File: config.mk
export PLATFORM = sky130hd
export DESIGN_NAME = ps2_kbd_seq
export DESIGN_NICKNAME = d
export VERILOG_FILES = /design/src/rtl/ps2_kbd_seq.sv
export SDC_FILE = /design/constraint.sdc
export NUM_CORES = 1
export LEC_CHECK = 0
export BUFFER_PORTS_ARGS = -buffer_cell sky130_fd_sc_hd__buf_2
export CORE_AREA = 5 5 120 88
export DETAILED_ROUTE_END_ITERATION = 16
export DIE_AREA = 0 0 125 93
export PLACE_DENSITY = 0.81
export SKIP_LAST_GASP = 1
export SLEW_MARGIN = 20
export SYNTH_ARGS = -nofsm -noshare
export SYNTH_HDL_FRONTEND = slang
export SYNTH_SLANG_ARGS = --single-unit
File: constraint.sdc
create_clock -name clock -period 6.4 [get_ports clock]
set_clock_uncertainty 0.15 [all_clocks]
set_input_delay 1.28 -clock clock [delete_from_list [all_inputs] [get_ports clock]]
set_output_delay 1.28 -clock clock [all_outputs]
set_load 0.005 [all_outputs]
File: src/rtl/ps2_kbd_seq.sv
// PS/2 set-2 sequencer: folds E0/F0/E1 prefixes into key events and drops status bytes into batOk/kbErr pulses.
// Events are written on the byte edge and show on valid one clock later; a write into a full FIFO is dropped and sets overflow.
module ps2_kbd_seq #(
  parameter int DEPTH = 8,
  parameter int TMO   = 4096
) (
  input  logic                     clock,
  input  logic                     reset,
  input  logic                     ce,
  input  logic                     strb,
  input  logic [7:0]               code,
  input  logic                     rd,
  output logic                     valid,
  output logic [7:0]               key,
  output logic                     extended,
  output logic                     released,
  output logic [$clog2(DEPTH):0]   level,
  output logic                     overflow,
  input  logic                     clrOvf,
  output logic                     batOk,
  output logic                     kbErr
);

  localparam int AW = $clog2(DEPTH);
  localparam int LW = AW + 1;
  localparam int TW = $clog2(TMO + 1);
  localparam logic [TW-1:0] TMO_LAST = TW'(TMO - 1);
  localparam logic [LW-1:0] CNT_FULL = LW'(DEPTH);

  localparam logic [2:0] S_IDLE   = 3'd0;
  localparam logic [2:0] S_EXT    = 3'd1;
  localparam logic [2:0] S_BRK    = 3'd2;
  localparam logic [2:0] S_EXTBRK = 3'd3;
  localparam logic [2:0] S_PAUSE  = 3'd4;

  logic [2:0]    r_state, w_state_nxt;
  logic [2:0]    r_pcnt, w_pcnt_nxt;
  logic [TW-1:0] r_tmo, w_tmo_nxt;
  logic          w_byte;
  logic          w_emit, w_ev_rel, w_ev_ext;
  logic [7:0]    w_ev_code;
  logic          w_bat, w_err;
  logic          r_bat, r_err;

  assign w_byte = ce & strb;

  always_comb begin
    w_state_nxt = r_state;
    w_pcnt_nxt  = r_pcnt;
    w_tmo_nxt   = r_tmo;
    w_emit      = 1'b0;
    w_ev_rel    = 1'b0;
    w_ev_ext    = 1'b0;
    w_ev_code   = code;
    w_bat       = 1'b0;
    w_err       = 1'b0;
    if (w_byte) begin
      w_tmo_nxt = '0;
      case (r_state)
        S_IDLE: begin
          case (code)
            8'hE0: w_state_nxt = S_EXT;
            8'hF0: w_state_nxt = S_BRK;
            8'hE1: begin
              w_state_nxt = S_PAUSE;
              w_pcnt_nxt  = 3'd7;
            end
            8'hAA: w_bat = 1'b1;
            8'h00, 8'hFF, 8'hFC: w_err = 1'b1;
            8'hFA, 8'hFE, 8'hEE: ;
            default: w_emit = 1'b1;
          endcase
        end
        S_EXT: begin
          if (code == 8'hF0) begin
            w_state_nxt = S_EXTBRK;
          end else if (code != 8'hE0) begin
            w_emit      = 1'b1;
            w_ev_ext    = 1'b1;
            w_state_nxt = S_IDLE;
          end
        end
        S_BRK: begin
          if (code == 8'hE0) begin
            w_state_nxt = S_EXTBRK;
          end else if (code != 8'hF0) begin
            w_emit      = 1'b1;
            w_ev_rel    = 1'b1;
            w_state_nxt = S_IDLE;
          end
        end
        S_EXTBRK: begin
          if (code != 8'hE0 && code != 8'hF0) begin
            w_emit      = 1'b1;
            w_ev_rel    = 1'b1;
            w_ev_ext    = 1'b1;
            w_state_nxt = S_IDLE;
          end
        end
        S_PAUSE: begin
          // The Pause make sequence is 8 bytes long regardless of content
          w_pcnt_nxt = r_pcnt - 3'd1;
          if (r_pcnt == 3'd1) begin
            w_emit      = 1'b1;
            w_ev_ext    = 1'b1;
            w_ev_code   = 8'h77;
            w_state_nxt = S_IDLE;
          end
        end
        default: w_state_nxt = S_IDLE;
      endcase
    end else if (ce) begin
      if (r_state == S_IDLE) begin
        w_tmo_nxt = '0;
      end else if (r_tmo == TMO_LAST) begin
        w_state_nxt = S_IDLE;
        w_tmo_nxt   = '0;
      end else begin
        w_tmo_nxt = r_tmo + TW'(1);
      end
    end
  end

  always_ff @(posedge clock or posedge reset) begin
    if (reset) begin
      r_state <= S_IDLE;
      r_pcnt  <= 3'd0;
      r_tmo   <= '0;
      r_bat   <= 1'b0;
      r_err   <= 1'b0;
    end else begin
      r_state <= w_state_nxt;
      r_pcnt  <= w_pcnt_nxt;
      r_tmo   <= w_tmo_nxt;
      r_bat   <= w_bat;
      r_err   <= w_err;
    end
  end

  assign batOk = r_bat;
  assign kbErr = r_err;

  // Event FIFO, entries packed as {rel, ext, code}
  logic [9:0]    r_mem [DEPTH];
  logic [AW-1:0] r_wptr, r_rptr;
  logic [LW-1:0] r_cnt;
  logic [9:0]    r_hold;
  logic [9:0]    w_head;
  logic          w_full, w_pop, w_wr, w_ovf_set;
  logic          r_ovf;

  assign valid     = (r_cnt != '0);
  assign w_full    = (r_cnt == CNT_FULL);
  assign w_pop     = rd & valid;
  assign w_wr      = w_emit & (~w_full | w_pop);
  assign w_ovf_set = w_emit & w_full & ~w_pop;

  always_ff @(posedge clock) begin
    if (w_wr) begin
      r_mem[r_wptr] <= {w_ev_rel, w_ev_ext, w_ev_code};
    end
  end

  always_ff @(posedge clock or posedge reset) begin
    if (reset) begin
      r_wptr <= '0;
      r_rptr <= '0;
      r_cnt  <= '0;
      r_hold <= '0;
      r_ovf  <= 1'b0;
    end else begin
      if (w_wr) begin
        r_wptr <= r_wptr + AW'(1);
      end
      if (w_pop) begin
        r_rptr <= r_rptr + AW'(1);
        r_hold <= r_mem[r_rptr];
      end
      case ({w_wr, w_pop})
        2'b10:   r_cnt <= r_cnt + LW'(1);
        2'b01:   r_cnt <= r_cnt - LW'(1);
        default: r_cnt <= r_cnt;
      endcase
      if (w_ovf_set) begin
        r_ovf <= 1'b1;
      end else if (clrOvf) begin
        r_ovf <= 1'b0;
      end
    end
  end

  // An empty FIFO keeps showing the last popped event
  assign w_head   = valid ? r_mem[r_rptr] : r_hold;
  assign key      = w_head[7:0];
  assign extended = w_head[8];
  assign released = w_head[9];
  assign level    = r_cnt;
  assign overflow = r_ovf;

endmodule

==> impl_results.md <==
* Lkg Pwr at 2.48 nW
* Total wire length at 13,500 um
* Slowest CP cell: dfrtp_1
* Met3 usage at 8.96%
* Area growth, synth to finish at 17.6%
* CP Max Fanout at 22
* Antenna violations before repair at 0
* Post-place instance area at 0.00577 mm^2
* Async set-reset flop share out of synthesis at 34.4%
* R2r setup slk at 2.78 ns
* CP bufs+invs at 1
* Hold endpoint: r_hold[0]
* CTS root buffer: clkbuf_16
* Slew @ Worst Pin at 0.965 ns
* FF-to-FF path depth at 9
* Sequential area share after synthesis at 62.8%
* Fill count at 600
* Total GRT Usage at 23.9%
* Gr busiest metal: met2
* Pre-Repair DR Iteration Count at 5
* PortBufs at 31
* RSZ-0062 raised after global routing: false
* CP Cell Sequence: mux4_2 -> mux2i_1 -> a21oi_1 -> buf_2
* Largest cells by area after synthesis: edfxtp_1, dfrtp_1, mux4_2
* First-pass GRT wire length at 20,300 um
* Area of the multi-input gates at 0.00197 mm^2
* WL/cell at 23.2 um
* Initial core utilization at 58.9%
* Crit path DAT at 2.39 ns
* # rows at 30
* Crit path launch type: register
* EDFF count, synth at 80
* Fin util at 69.3%
* CTS buffer count at 17
* Post-CTS Hold Fix Bufs at 0
* Yosys top cell by area: edfxtp_1
* CTS H-tree depth at 4
* Post-Syn Nets at 426
* Avg Inst Size Synth at 13.6 um^2
* Max Freq at 262 MHz
* Setup slack after layout at 2.58 ns
* Largest net degree at the start of global routing at 43
* Power Dens Cells at 457 mW/mm^2
* Layout cells sized above 1 at 23.3%
* Post-route DRC at 0
* Antenna diodes at 0
* Hold Fails Final Rpt at 0
* Reg area at 0.00345 mm^2
* GRT met2 Usage at 34.9%
* Max_slew headroom at 35.7%
* GP Congestion at 0.847
* Setup TNS at 0 ns
* Die Area at 0.0116 mm^2
* Syn Inst Count at 404
* Yosys reg bits at 122
* Crit. End Element: primary output
* Vias at 3,589
* Clock latency on the worst-skew pair at 0.41 ns
* Cts repair resizes at 0
* Max stage delay on crit path at 0.95 ns
* Clock Path Buffers at 2
* Setup violations, final at 0
* Design area at 0.00647 mm^2
* Worst vdd ir at 0.183 mV
* Top-count cell post-synth: edfxtp_1
* Grt ovf at 0
* Reg2reg end: level[3]
* Vias per inst at 6.20
* Status: completed
* Die W at 125 um
* Cell Area, Synth at 0.00550 mm^2
* HPWL Detailed at 8420 um
* Delay-heaviest family, CP: flip-flops
* Period utilisation layout at 59.7%
* Dpl ws at 1.89 ns
* CP required at 4.97 ns
* Minimum clock period at 3.82 ns
* Hold depth at 2
* Final ANT Viol Nets at 0
* Number of clock sinks at 122
* Setup CP Type: reg -> out
* Vias in the first global route at 3,457
* Area fraction of the dominant cell type after synthesis at 43.7%
* # IOs at 32
* Met1 Use GR at 33.5%
* Worst Hold Launch: r_hold[0]
* Fin. max-slew vios at 0
* Ys flop type: edfxtp_1
* CTS tree: yes
* Setup Fix Bufs, Post-CTS at 0
* Maxcap violations at 0
* Worst-path clk slew at 0.06 ns
* Drt first-iter violations at 355
* Synth cell types at 52
* CORE AREA at 0.00935 mm^2
* Hold crit path type: reg -> reg
* Layout Nets at 460
* Synth top cells by count: edfxtp_1, dfrtp_1, nand2_1
* Ys Warns at 0
* Die height at 93 um
* RR Startpoint: level[0]
==> power breakdown <==
part	internal [mW]	switching (mW)	leakage (nW)	total [mW]
registers	0.969	0.176	1.27	1.14
logic	0.373	0.393	0.904	0.766
clock network	0.691	0.356	0.307	1.05
==> per-layer routing <==
metal / share of wire (%) / vias to the layer above
met5: 0 / -
met4: 1.6 / 0
met3: 12 / 16
met2: 45 / 192
met1: 42 / 1793
li1: - / 1588
==> layout make-up <==
| type | count | share of cell area (%) |
|---|---|---|
| multi-input cells | 247 | 30.5 |
| well taps | 128 | 2.47 |
| repair buffers | 34 | 2.75 |
| clock inverters | 15 | 3.42 |
| inverters | 16 | 0.928 |
| clock buffers | 17 | 6.57 |
| flip-flops and latches | 122 | 53.4 |
==> worst min-delay path: stages, from the launching register on <==
cell and delay (ns):
dfrtp_1 0.34, nand2_1 0.04, o21ai_0 0.06
==> cells in the final DEF (no fill, tap or decap), drive strengths merged, types with 7 or more instances in the layout <==
cell type and instances:
nand3 10, nor3 9, inv 17, ha 7, a21oi 18, mux4 20, xor2 10, buf 34
clkbuf 17, edfxtp 80, o21ai 19, dfrtp 42, nor2 30, mux2i 13, nand4 8, nand2 34
==> cell families (layout without fill, tap and decap cells) <==
group,Yosys count,count (layout),share of synthesized area [%]
compound gates,56,56,6.34
buf+inv,35,82,2.57
flops,122,122,62.8
fa+ha+maj,9,9,2.16
simple gates,130,130,12.3
mux,37,37,11.5
xor+xnor,15,15,2.39
==> flip-flops by register name, summed over array words and instances, names as in the netlist, 3 cells and up <==
register	cells
r_wptr	3
r_tmo	13
r_state	3
r_hold	10
r_pcnt	3
level	4
r_mem	80
r_rptr	3
==> worst max-delay path by stage <==
stage | from | end | depth (start not counted)
6_report | r_rptr[1] | key[7] | 4
5_1_grt | r_rptr[1] | released | 4
4_1_cts | code[4] | r_mem[6][1] | 7
3_5_place_dp | code[4] | r_mem[6][2] | 7
3_3_place_gp | code[4] | r_mem[5][4] | 7
2_1_floorplan | code[1] | r_mem[0][0] | 7
==> metrics by stage <==
stage	hold WS, ns	power, mW	cells
floorplan	0.301	1.63	404
global placement	0.312	1.84	547
detailed placement	0.321	1.87	547
CTS	0.333	2.93	579
global route	0.361	3.10	579
finish	0.326	2.96	579
Power figures use the tool's default switching activity.
